$ cat config.mk
export PLATFORM = sky130hd
export DESIGN_NAME = accumulator_16bit
export DESIGN_NICKNAME = d
export VERILOG_FILES = /design/src/rtl/accumulator_16bit.sv
export SDC_FILE = /design/constraint.sdc
export NUM_CORES = 1
export LEC_CHECK = 0
export ABC_AREA = 1
export CAP_MARGIN = 30
export CORE_MARGIN = 2
export CORE_UTILIZATION = 57
export DETAILED_ROUTE_END_ITERATION = 6
export GPL_TIMING_DRIVEN = 0
export PLACE_DENSITY = 0.85
export RECOVER_POWER = 50
export SLEW_MARGIN = 20
export SYNTH_ARGS = -nofsm -noshare
export SYNTH_HDL_FRONTEND = slang
export SYNTH_SLANG_ARGS = --single-unit
$ cat constraint.sdc
create_clock -name clk -period 10 [get_ports clk]
set_input_delay 1.5 -clock clk [delete_from_list [all_inputs] [get_ports clk]]
set_output_delay 1.5 -clock clk [all_outputs]
set_load 0.02 [all_outputs]
$ cat src/rtl/accumulator_16bit.sv
// Registered 16-bit running-sum stage around a combinational carry-select adder.
// It captures a snapshot of sum, sticky overflow and beat count on request and hands it downstream over valid/ready.

module carryselectadder_16bit (
    input  logic [15:0] a,
    input  logic [15:0] b,
    output logic [15:0] sum,
    output logic        carry_out
);

    // Returns {carry, sum[3:0]} of a 4-bit ripple add.
    function automatic logic [4:0] ripple4(input logic [3:0] x,
                                           input logic [3:0] y,
                                           input logic       ci);
        logic [4:0] r;
        logic       cc;
        r  = '0;
        cc = ci;
        for (int i = 0; i < 4; i++) begin
            r[i] = x[i] ^ y[i] ^ cc;
            cc   = (x[i] & y[i]) | (cc & (x[i] ^ y[i]));
        end
        r[4] = cc;
        return r;
    endfunction

    logic [4:0] pre0 [4];
    logic [4:0] pre1 [4];
    logic [4:0] c;

    assign c[0] = 1'b0;

    // Each nibble is computed for both carry-in values; the real carry only picks one.
    for (genvar g = 0; g < 4; g++) begin : g_blk
        assign pre0[g]        = ripple4(a[4*g +: 4], b[4*g +: 4], 1'b0);
        assign pre1[g]        = ripple4(a[4*g +: 4], b[4*g +: 4], 1'b1);
        assign sum[4*g +: 4]  = c[g] ? pre1[g][3:0] : pre0[g][3:0];
        assign c[g+1]         = c[g] ? pre1[g][4]   : pre0[g][4];
    end

    assign carry_out = c[4];

endmodule

module accumulator_16bit #(
    parameter int CNT_W = 8
) (
    input  logic             clk,
    input  logic             rst_n,
    input  logic             in_valid,
    output logic             in_ready,
    input  logic [15:0]      in_data,
    input  logic             clear,
    input  logic             dump,
    output logic             out_valid,
    input  logic             out_ready,
    output logic [15:0]      out_sum,
    output logic             out_ovf,
    output logic [CNT_W-1:0] out_count
);

    typedef enum logic {EMPTY = 1'b0, FULL = 1'b1} state_t;

    function automatic logic [CNT_W-1:0] sat_inc(input logic [CNT_W-1:0] v);
        return (v == '1) ? v : v + 1'b1;
    endfunction

    state_t           state_q, state_d;
    logic [15:0]      acc_q, acc_d;
    logic             ovf_q, ovf_d;
    logic [CNT_W-1:0] cnt_q, cnt_d;
    logic             rdy_q;
    logic [15:0]      osum_q;
    logic             oovf_q;
    logic [CNT_W-1:0] ocnt_q;

    logic [15:0]      add_sum;
    logic             add_co;
    logic             beat;
    logic             dump_ok;
    logic [15:0]      acc_post;
    logic             ovf_post;
    logic [CNT_W-1:0] cnt_post;

    carryselectadder_16bit u_add (
        .a         (acc_q),
        .b         (in_data),
        .sum       (add_sum),
        .carry_out (add_co)
    );

    assign in_ready  = rdy_q && !clear;
    assign out_valid = (state_q == FULL);
    assign out_sum   = osum_q;
    assign out_ovf   = oovf_q;
    assign out_count = ocnt_q;

    assign beat    = in_valid && in_ready;
    assign dump_ok = dump && !clear && (!out_valid || out_ready);

    // Post-beat view: a snapshot taken in the same cycle as a beat includes it.
    assign acc_post = beat ? add_sum        : acc_q;
    assign ovf_post = ovf_q | (beat & add_co);
    assign cnt_post = beat ? sat_inc(cnt_q) : cnt_q;

    always_comb begin
        acc_d = acc_post;
        ovf_d = ovf_post;
        cnt_d = cnt_post;
        if (clear || dump_ok) begin
            acc_d = '0;
            ovf_d = 1'b0;
            cnt_d = '0;
        end
    end

    always_comb begin
        state_d = state_q;
        case (state_q)
            EMPTY:   if (dump_ok) state_d = FULL;
            FULL:    if (dump_ok) state_d = FULL;
                     else if (out_ready) state_d = EMPTY;
            default: state_d = EMPTY;
        endcase
    end

    always_ff @(posedge clk or negedge rst_n) begin
        if (!rst_n) begin
            state_q <= EMPTY;
            acc_q   <= '0;
            ovf_q   <= 1'b0;
            cnt_q   <= '0;
            rdy_q   <= 1'b0;
            osum_q  <= '0;
            oovf_q  <= 1'b0;
            ocnt_q  <= '0;
        end else begin
            state_q <= state_d;
            acc_q   <= acc_d;
            ovf_q   <= ovf_d;
            cnt_q   <= cnt_d;
            rdy_q   <= 1'b1;
            if (dump_ok) begin
                osum_q <= acc_post;
                oovf_q <= ovf_post;
                ocnt_q <= cnt_post;
            end
        end
    end

endmodule

Word-level counts from Yosys, hierarchy flattened. Cells that the tools add are included.

Register bits after elaboration: 52. Bits in latches: 0. RAM bits: 0. Memory bits (read-only): 0. Bits of input ports: 22. Output and inout bits: 27. Logic and storage cells: 138. Memories: 0.

Add/subtract/negate cells: 1. Multipliers: 0. Div/mod/pow operators: 0. Magnitude comparators: 0. Eq/ne operators: 1. Shifts and indexed selects: 0. Mux-type cells: 16. Bitwise gates (word level): 104. Reductions and logical operators: 8.

Operator list (number): 1-bit bitwise AND (38); 1-bit XOR (37); 16-bit two-way mux (2); 1-bit bitwise OR (25); 8-bit two-way mux (3); 4-bit two-way mux (3); 8-bit by 1-bit adder with 8-bit output, second input constant (1); 8-bit equality test, second input constant (1); 1-bit two-way mux (7); 1-bit logical AND (4); 1-bit inverter (4); 1-bit zero test (2); 1-bit logical OR (2); 1-bit one-hot mux with 2 select lines (1).

Logic depth before layout (Yosys ltp). Gate-level depths: netlist of the first run.

Depth in word-level cells: 14. Gate-level depth with buffers: 28. Mapped depth without buffers: 28.

By module. From an unflattened synthesis of the first run, not the netlist that was laid out.

Cell total of the unflattened synthesis: 309. Area, all modules: 2847.7 um2.

Modules (own cells, without submodules): accumulator_16bit (times used 1, cells each 243, area each 2341.0 um2, sequential area each 1301.2 um2); carryselectadder_16bit (times used 1, cells each 66, area each 506.7 um2, sequential area each 0.0 um2).

Least setup slack after synthesis of the first run. Ideal clock, no wire load.

Path kind: input-to-reg. Start: input in_data[0]. End: register osum_q[15], in the netlist out_sum[15]. Setup time: 0.121 ns. Data arrival time: 6.505 ns. Required time: 9.879 ns. Slack: 3.373 ns. Cell stages on the path: 26. Path buffers: 0. Cells stage by stage: ha_1 > inv_1 > fa_1 > fa_1 > inv_1 > fa_1 > o21ai_0 > fa_1 > fa_1 > inv_1 > fa_1 > o21ai_0 > fa_1 > fa_1 > inv_1 > fa_1 > nor2_1 > a21oi_1 > fa_1 > inv_1 > fa_1 > inv_1 > fa_1 > or2_2 > o21ai_1 > o21ai_1.

Longest elaborated chain between the ends: 11.

RTL lines: from (decl) (RTL line 52) `input logic [15:0] in_data,`; 1-bit bitwise AND (2 in a row) (RTL line 21) `cc = (x[i] & y[i]) | (cc & (x[i] ^ y[i]));`; 1-bit bitwise OR (RTL line 21); 1-bit bitwise AND (RTL line 21); 1-bit bitwise OR (RTL line 21); 1-bit bitwise AND (RTL line 21); 1-bit bitwise OR (RTL line 21); 1-bit two-way mux (2 in a row) (RTL line 38) `assign c[g+1] = c[g] ? pre1[g][4] : pre0[g][4];`; 4-bit two-way mux (RTL line 37) `assign sum[4*g +: 4] = c[g] ? pre1[g][3:0] : pre0[g][3:0];`; 16-bit two-way mux (RTL line 102) `assign acc_post = beat ? add_sum : acc_q;`; to (signal assigned) (RTL line 144) `osum_q <= acc_post;`; to (decl) (RTL line 73) `logic [15:0] osum_q;`.

No other way between the ends. A chain may end at the register's enable or synchronous reset.

Worst setup path in the final report of the first run. Same ends and word-level chain as after synthesis.

==> run_results.csv, run 1 <==
group,metric,value,unit
timing,tightest_slew,2800,ps
pwr,p_leak,0.00164,uW
clock_network,cts_resized,0,
logic_synthesis,ys_types,30,
logic_synthesis,yosysSeqAreaShare,46.4,%
detailed_routing,drtPass1Iterations,4,
place,dp_hpwl,4100,um
setup_path,cp_common_cell,"fa_1",
global_route,grt-ovfl-total,0,
clock_network,cts_root_buffer,"clkbuf_8",
timing,fin_skew,10.7,ps
finish,multiInputGateArea,0.00120,mm^2
clock_network,clkLatencyLatePin,300,ps
global_route,grt_util_met2,41.3,%
setup_path,critPathSlowestCell,"clkdlybuf4s50_1",
setup_path,worst_ep_required_time,10200,ps
timing,slew_viol_final,53,
detailed_routing,num_vias,2095,
global_route,track_usage,23.4,%
floorplan,start_util,59.3,%
setup_path,r2r_slack,4080,ps
timing,finalSetupViolations,0,
detailed_routing,wirelength,5690,um
run_status,violations,"capacitance limit, slew limit",
setup_path,crit_buf_inv,7,
run_status,status,"finished with violations",
floorplan,die_area,0.00549,mm^2
setup_path,r2r-start,"acc_q[0]",
global_route,grt_max_degree,53,
clock_network,clockBufferDepth,2,
logic_synthesis,synthTopCellsByArea,"dfrtp_1 46%, nand2_1 8.7%, fa_1 8.6%, inv_1 5.1%, o21ai_1 3.9%",
hold_path,hold_path_end,"out_sum[3]",
floorplan,dieHeight,74.1,um
setup_path,crit_arrival,7410,ps
logic_synthesis,synth-seq-cells,52,
clock_network,cts_setup_buffers,0,
logic_synthesis,syn_inst,295,
place,gp_congestion,0.769,
logic_synthesis,synth_area_leader_cell,"dfrtp_1",
hold_path,hold_start,"out_sum[3]",
detailed_routing,wire_per_inst,13.6,um
finish,n_antenna_cell,0,
global_route,grt_util_met1,29.5,%
finish,seqCellArea,0.00130,mm^2
timing,slew_headroom,-86.9,%
floorplan,rows,25,
clock_network,h-tree-depth,2,
timing,fin_tns_setup,0,ps
setup_path,end_kind,"flip-flop",
global_route,antenna_found_initial,0,
clock_network,clock-sinks,52,
pwr,powerDensity,133,mW/mm^2
timing,fin_crit_sh,72.1,%
finish,area_delta_synth_final,21.8,%
timing,finalHoldViolations,0,
setup_path,ff2ff_path_depth,26,
global_route,use_met3,4.34,%
pwr,ir_drop,0.0733,mV
timing,rsz0062_at_grt,"no",
setup_path,critical_path.max_fanout,3,
detailed_routing,drt_iter0_drc,56,
hold_path,holdCritPathClass,"reg -> reg",
detailed_routing,ant_nets,0,
hold_path,whs_path_depth,2,
finish,fillers,366,
setup_path,cp-start-kind,"input port",
floorplan,die-width,74.1,um
logic_synthesis,synth.net_count,337,
finish,final_cells,418,
logic_synthesis,syn_area,0.00280,mm^2
setup_path,critical_path.max_stage_delay,460,ps
logic_synthesis,yosysWarnings,0,
clock_network,hold_buffers,0,
job,cap_violations,1,
place,place_inst,410,
floorplan,io_pins,49,
clock_network,cts_buffers,5,
detailed_routing,drcViolationCount,0,
clock_network,path_clk_slew,90,ps
logic_synthesis,synth_top_area_share,46.4,%
place,port_buffers,48,
logic_synthesis,synth_area_per_cell,9.50,um^2
global_route,grt_pass1_wl,9720,um
global_route,grt-busiest-layer,"met2",
finish,nets,392,
timing,fmax,0.139,GHz
finish,layout-drive-gt1-share,14.2,%
setup_path,r2r_end,"out_sum[15]",
setup_path,critPathTopFamily,"adder cells",
timing,fin_crit,7210,ps
detailed_routing,routed_via_density,5.01,
setup_path,setup.worst_path.class,"in -> reg",
clock_network,cts_tree,"yes",
global_route,grt_pass1_vias,2142,
floorplan,core-area,0.00472,mm^2
-- kinds of logic after synthesis --
logic type | after synthesis | synth area share (%)
other | 1 | 0.134
and+or+nand+nor | 121 | 21.0
DFF | 52 | 46.4
AOI/OAI and AO/OA | 44 | 9.29
adders and majority gates | 20 | 12.1
buffers and inverters | 53 | 9.69
xor gates and xnor gates | 4 | 1.25
-- stage by stage --
stage	hold slack [ps]	total power (uW)	util, %	worst slack [ps]	area [um^2]
CTS	490	459	73.2	2810	3460
finish	487	453	72.2	2790	3410
floorplan	501	289	-	3370	2800
detailed placement	464	335	71.2	2490	3360
global placement	465	331	71.3	2590	3370
global route	511	475	72.2	2480	3410
-- routing by layer --
metal  wire (um)  part of all wire (%)
met5           0                     0
met4          79                   1.4
met3         254                   4.5
met2        2940                    52
met1        2420                    42
-- worst max path at each step --
stage	startpoint	to	slack, ps	cells past startpoint
6_report	in_data[0]	out_sum[15]	2790	27
5_1_grt	in_data[0]	out_sum[15]	2480	27
4_1_cts	in_data[0]	out_sum[15]	2810	27
3_5_place_dp	in_data[0]	out_sum[15]	2490	27
3_3_place_gp	in_data[0]	out_sum[15]	2590	27
2_1_floorplan	in_data[0]	out_sum[15]	3370	26
-- state kept, by name, indices dropped and copies added, names as in the netlist --
signal and count:
out_sum 16, acc_q 16, out_valid 1, ovf_q 1, rdy_q 1, out_count 8
out_ovf 1, cnt_q 8
-- cell usage after synthesis --
library cell	number
a21o_1	1
a21oi_1	1
and2_1	1
buf_6	9
conb_1	1
dfrtp_1	52
fa_1	12
ha_1	8
inv_1	38
inv_2	4
inv_4	2
nand2_1	65
nand2_2	1
nand2_4	1
nand3_1	9
nand3_2	2
nand3_4	1
nand3b_1	1
nand4_1	2
nor2_1	17
nor2_2	12
nor2_4	2
nor2_8	1
o21ai_0	10
o21ai_1	22
o21ai_2	10
or2_0	3
or2_2	3
xnor2_1	1
xor2_1	3
-- cell type report --
class,count,share of cell area (%)
clock inverters,2,0.293
inverters,44,4.95
well taps,67,2.46
multi-input cells,190,35.3
flip-flops and latches,52,38.1
plain buffers,9,2.53
clock buffers,6,2.42
repair buffers,48,13.9
-- tightest hold or removal path, stage by stage, from the launching register on --
cell and delay, ps:
dfrtp_1 350, nand2_1 60, o21ai_2 40
-- report_power, final --
| part | switching, uW | total, uW | internal [uW] | leakage [uW] |
|---|---|---|---|---|
| clock network | 68.7 | 124 | 55.4 | 0.0000510 |
| registers | 7.91 | 232 | 224 | 0.000705 |
| logic | 53.5 | 97.2 | 43.7 | 0.000882 |
-- cell usage in the layout (no fill, tap or decap), drive strengths merged --
cell type / instances
a21o: 1
a21oi: 1
and2: 1
buf: 7
clkbuf: 9
clkdlybuf4s50: 46
clkinv: 2
clkinvlp: 1
conb: 1
dfrtp: 52
dlygate4sd3: 1
fa: 12
ha: 8
inv: 43
nand2: 67
nand3: 12
nand3b: 1
nand4: 2
nor2: 32
o21ai: 42
or2: 6
xnor2: 1
xor2: 3
(Power assumes the default switching activity.)
==> run 2, diff against run 1 <==
Settings changed: CORE_UTILIZATION 57 to 53, PLACE_DENSITY 0.85 to 0.8.
Clock period 10 ns to 6.7 ns, I/O delays scaled along.
==> run 2 against run 1 <==
  * The run still ends with capacitance limit, slew limit left
  * Critical path depth is the same
  * Non-clock buffer count grew 1
  * Combinational power grew 50%
  * Register-to-register slack lost 3000 ps
  * Cell count grew 0.96%
  * First-iteration DRC count grew 91%
  * Die area grew 7.1%
  * Count of clock-buffer cells in the layout grew 2
  * Highest routed layer unchanged
  * Worst setup slack lost 2500 ps
  * Utilization shrank 4.8 points
  * Total power grew 50%
  * Wire length shrank 5.2%
==> run_results.csv, run 2 (same netlist as run 1, synthesis figures left out) <==
group,metric,value,unit
run_status,status,"finished with violations",
run_status,violations,"capacitance limit, slew limit",
hold_path,hold_start,"out_sum[13]",
place,postPlaceCellArea,0.00337,mm^2
floorplan,die_area,0.00588,mm^2
finish,fin_area,0.00344,mm^2
hold_path,hold_path_end,"out_sum[13]",
pwr,pwr-share-comb,21.5,%
detailed_routing,drtPass1Iterations,4,
global_route,grt_pass1_wl,9370,um
timing,slew_headroom,-87.2,%
global_route,grt-ovfl-total,0,
floorplan,start_util,54.9,%
finish,layout-drive-gt1-share,16.2,%
floorplan,rows,26,
floorplan,io_pins,49,
place,place_ws,-263,ps
clock_network,cts_buffers,5,
timing,finalSetupViolations,0,
setup_path,critPathSlowestCell,"clkdlybuf4s50_1",
setup_path,crit_buf_inv,7,
detailed_routing,num_vias,2054,
timing,fin_crit,6460,ps
pwr,powerDensity,197,mW/mm^2
setup_path,critical_path.max_stage_delay,460,ps
finish,multiInputGateArea,0.00123,mm^2
finish,final_common_cell,"nand2_1",
global_route,grt_pass1_vias,2047,
detailed_routing,wirelength_met1,2490,um
finish,seqCellArea,0.00130,mm^2
place,dp_hpwl,3880,um
setup_path,end_kind,"flip-flop",
clock_network,hold_buffers,0,
finish,n_antenna_cell,0,
place,port_buffers,48,
setup_path,cp-start-kind,"input port",
finish,final_core_util,67.4,%
timing,rsz0062_at_grt,"no",
setup_path,critPathTopFamily,"adder cells",
hold_path,holdCritPathClass,"reg -> reg",
global_route,track_usage,19.7,%
setup_path,worst_ep_required_time,6900,ps
timing,worst_slack,240,ps
detailed_routing,wirelength,5400,um
setup_path,r2r_slack,1050,ps
detailed_routing,wire_per_inst,12.8,um
finish,area_delta_synth_final,23.0,%
timing,slew_viol_final,53,
pwr,internal-power,485,uW
timing,tightest_slew,2810,ps
detailed_routing,top_layer_used,"met4",
floorplan,dieHeight,76.7,um
detailed_routing,routed_via_density,4.87,
detailed_routing,ant_nets,0,
clock_network,h-tree-depth,2,
job,cap_violations,1,
clock_network,clock-sinks,52,
detailed_routing,route.met3.wl,229,um
clock_network,clockBufferDepth,2,
finish,fillers,424,
timing,fin_skew,4.67,ps
setup_path,cp_common_cell,"fa_1",
place,gp_congestion,0.791,
clock_network,cts_root_buffer,"clkbuf_8",
pwr,p_switching,193,uW
timing,fin_crit_sh,96.4,%
floorplan,core-area,0.00511,mm^2
global_route,grt_max_degree,53,
finish,layout_common_cells,"65 x nand2_1, 52 x dfrtp_1, 46 x clkdlybuf4s50_1, 39 x inv_1, 19 x o21ai_1",
hold_path,whs_path_depth,2,
pwr,switching_share,28.4,%
pwr,power_frac_clock,27.4,%
clock_network,clkLatencyLatePin,300,ps
setup_path,crit_arrival,6660,ps
global_route,antenna_found_initial,0,
setup_path,r2r-start,"acc_q[0]",
pwr,ir_drop,0.141,mV
setup_path,critical_path.max_fanout,3,
timing,finalHoldViolations,0,
pwr,p_seq_share,51.0,%
detailed_routing,drcViolationCount,0,
pwr,total_power,678,uW
detailed_routing,wl_met2,2640,um
clock_network,cts_tree,"yes",
clock_network,path_clk_slew,90,ps
finish,nets,393,
timing,fmax,0.155,GHz
setup_path,setup.worst_path.class,"in -> reg",
detailed_routing,drt_iter0_drc,107,
setup_path,ff2ff_path_depth,26,
setup_path,r2r_end,"out_sum[15]",
floorplan,die-width,76.7,um
pwr,p_leak,0.00164,uW
-- run 2: cell types whose count changed in the layout (fill, tap and decap cells not counted), sizes merged --
cell / delta
buf: +1
clkbuf: +2
clkinv: -2
-- run 2: worst max-delay path by stage --
stage | from | end | slack (ps) | cells after the start
detailed placement | in_data[0] | out_sum[15] | -260 | 27
global placement | in_data[0] | out_sum[15] | -210 | 27
global route | in_data[0] | out_sum[15] | 0.8 | 27
CTS | in_data[0] | out_sum[15] | 40 | 27
floorplan | in_data[0] | out_sum[15] | 570 | 26
finish | in_data[0] | out_sum[15] | 240 | 27
-- run 2: layout make-up --
| cell class | count | area share, % |
|---|---|---|
| buffer | 9 | 2.51 |
| clock buffer | 8 | 2.62 |
| inverter | 44 | 4.90 |
| multi-input combinational | 190 | 35.7 |
| sequential | 52 | 37.8 |
| tap | 70 | 2.54 |
| timing repair buffer | 49 | 14.0 |
-- run 2: per-layer routing --
| metal | track usage [%] | vias to the layer above |
|---|---|---|
| li1 | - | 1021 |
| met1 | 26.0 | 982 |
| met2 | 33.2 | 46 |
| met3 | 4.24 | 5 |
| met4 | 4.73 | 0 |
| met5 | 0 | - |
-- run 2: power by group through the flow --
stage                     Sequential (uW)  Clock [uW]  Combinational [uW]
final                                 346         186                 146
after global routing                  349         202                 162
after CTS                             346         191                 148
after detailed placement              352           0                 148
after global placement                351           0                 144
after floorplan                       371           0                60.9
-- run 2: worst reg2reg max path: stages, from the launching register on --
cell,delay [ps]
dfrtp_1,350
ha_1,130
inv_1,40
fa_1,380
fa_1,360
inv_1,90
fa_2,240
o21ai_1,90
fa_2,350
fa_1,370
inv_1,80
fa_2,220
o21ai_0,110
fa_2,350
fa_1,370
inv_1,80
fa_2,230
nor2_1,60
a21oi_2,110
fa_1,190
inv_1,50
fa_1,350
inv_1,80
fa_1,410
or2_2,310
o21ai_2,70
o21ai_1,70
-- run 2: per-stage QoR --
stage               hold WS, ps  setup TNS [ps]  cells
global placement            466            -398    413
finish                      490               0    422
global route                521               0    422
detailed placement          469            -511    413
CTS                         496               0    421
floorplan                   501               0    295
-- run 2: what timing repair did --
item / 4_1_cts / 5_1_grt
hold endpoints to repair: 0 / 0
buffers inserted: 0 / 1
endpoints found under the setup margin: 0 / 2
gates resized for setup: 0 / 8
==> run 3, diff against run 2 <==
Settings changed: CORE_MARGIN 2 to 4, GPL_ROUTABILITY_DRIVEN set to 0.
==> run 3 against run 2 <==
  * The flow still finishes with violations (capacitance limit, slew limit)
  * Clock skew is 0.84 ps lower
  * Register-to-register slack about the same
  * Global-route usage down 0.20 points
  * Via count increased by 1.5%
  * Critical path depth unchanged
  * Flip-flop and latch count did not move
  * Combinational power is essentially flat
  * Critical endpoint unchanged
==> run_results.csv, run 3 (same netlist as run 1, synthesis figures left out) <==
group,metric,value,unit
timing,fin_crit_sh,96.2,%
setup_path,worst_ep_required_time,6900,ps
clock_network,h-tree-depth,2,
run_status,status,"finished with violations",
timing,finalHoldViolations,0,
global_route,grt_pass1_wl,9830,um
detailed_routing,wire_per_inst,13.5,um
detailed_routing,routed_via_density,4.94,
place,dp_hpwl,4050,um
finish,layout-drive-gt1-share,17.6,%
detailed_routing,drt_iter0_drc,84,
clock_network,clkLatencyLatePin,310,ps
timing,finalSetupViolations,0,
floorplan,core-area,0.00511,mm^2
detailed_routing,drtPass1Iterations,4,
finish,final_common_cell,"nand2_1",
pwr,p_leak,0.00163,uW
global_route,grt_pass1_vias,2147,
setup_path,crit_arrival,6650,ps
setup_path,ff2ff_path_depth,26,
timing,fin_skew,3.83,ps
setup_path,r2r_slack,1050,ps
clock_network,clockBufferDepth,2,
setup_path,cp-start-kind,"input port",
floorplan,start_util,54.9,%
setup_path,setup.worst_path.class,"in -> reg",
setup_path,critPathSlowestCell,"clkdlybuf4s50_1",
clock_network,cts_buffers,5,
job,cap_violations,1,
floorplan,die-width,80.7,um
setup_path,r2r_end,"out_sum[15]",
hold_path,holdCritPathClass,"reg -> reg",
pwr,ir_drop,0.136,mV
timing,fin_crit,6440,ps
setup_path,cp-endpoint,"out_sum[15]",
place,place_ws,-294,ps
finish,fin_area,0.00344,mm^2
clock_network,path_clk_slew,90,ps
clock_network,hold_buffers,0,
timing,tightest_slew,2760,ps
setup_path,crit_start,"in_data[0]",
detailed_routing,drcViolationCount,0,
finish,layout_common_cells,"65 x nand2_1, 52 x dfrtp_1, 46 x clkdlybuf4s50_1, 37 x inv_1, 21 x o21ai_1",
setup_path,critPathTopFamily,"adder cells",
detailed_routing,ant_nets,0,
timing,slew_headroom,-83.9,%
global_route,grt_max_degree,53,
timing,slew_viol_final,53,
floorplan,die_area,0.00651,mm^2
setup_path,critical_path.max_fanout,3,
clock_network,cts_root_buffer,"clkbuf_8",
floorplan,dieHeight,80.7,um
place,port_buffers,48,
clock_network,cts_tree,"yes",
run_status,violations,"capacitance limit, slew limit",
floorplan,io_pins,49,
setup_path,cp_common_cell,"fa_2",
finish,nets,394,
timing,worst_slack,258,ps
detailed_routing,wirelength,5690,um
setup_path,crit_buf_inv,7,
floorplan,rows,26,
clock_network,clock-sinks,52,
setup_path,critical_path.max_stage_delay,460,ps
pwr,powerDensity,195,mW/mm^2
timing,rsz0062_at_grt,"no",
timing,hold_slack,487,ps
finish,final_cells,422,
timing,fmax,0.155,GHz
detailed_routing,num_vias,2084,
place,place_inst,413,
setup_path,r2r-start,"acc_q[0]",
finish,n_antenna_cell,0,
setup_path,critical_path_depth,27,
global_route,antenna_found_initial,0,
global_route,grt-ovfl-total,0,
setup_path,end_kind,"flip-flop",
place,postPlaceCellArea,0.00337,mm^2
finish,area_delta_synth_final,23.0,%
global_route,track_usage,19.5,%
[run 3: cell types whose count changed in the layout (fill, tap and decap cells not counted), sizes merged]
| cell | previous run | this run |
|---|---|---|
| buf | 8 | 9 |
| clkinvlp | 1 | 2 |
| clkbuf | 11 | 8 |
| clkinv | 0 | 1 |
[run 3: per-stage QoR]
step	util (%)	TNS (ps)	power, uW
floorplan	-	0	431
global placement	66.0	-410	495
detailed placement	65.9	-573	501
CTS	67.5	0	676
global route	67.4	0	707
finish	67.4	0	671
[run 3: area by class of cell]
cell class              instances  area (um^2)
clock inverters                 2         12.5
well taps                      70         87.6
clock buffers                   5         68.8
fillers                       416         1660
inverters                      44          169
multi-input cells             190         1230
repair buffers                 50          489
flip-flops and latches         52         1300
plain buffers                   9         86.3
[run 3: worst min path at each step]
stage | slack [ps] | from | cells past startpoint | endpoint
after floorplan | 500 | ovf_q | 3 | ovf_q
after global placement | 470 | out_sum[3] | 2 | out_sum[3]
after detailed placement | 460 | out_ovf | 2 | out_ovf
after CTS | 490 | out_sum[3] | 2 | out_sum[3]
after global routing | 510 | out_sum[12] | 2 | out_sum[12]
final | 490 | out_sum[3] | 2 | out_sum[3]
[run 3: where the power goes]
part | switching, uW | internal [uW] | total (uW)
clock network | 106 | 71.1 | 177
registers | 12.0 | 334 | 346
logic | 80.6 | 66.8 | 147
total | 199 | 472 | 671
[run 3: repair_timing]
item | 4_1_cts | 5_1_grt
endpoints found under the setup margin | 0 | 2
setup buffers | 0 | 2
resized for setup | 0 | 13
[run 3: metal layers]
layer,vias to the layer above,GRT usage [%],wire length (um)
met1,1011,24.5,2450
met4,0,5.57,77
li1,1023,-,-
met5,-,0,0
met3,8,4.15,226
met2,42,33.9,2940
[run 3: worst register-to-register path, stage by stage, from the launching register on]
cell and delay (ps):
dfrtp_1 360, ha_1 140, inv_1 50, fa_2 340, fa_1 360, inv_1 90
fa_2 230, o21ai_1 100, fa_2 350, fa_1 390, inv_2 80, fa_2 220
o21ai_1 90, fa_2 340, fa_1 380, inv_2 80, fa_2 220, nor2_1 60
a21oi_2 140, fa_2 210, inv_1 50, fa_1 350, inv_1 80, fa_1 390
or2_2 320, o21ai_2 80, o21ai_1 70
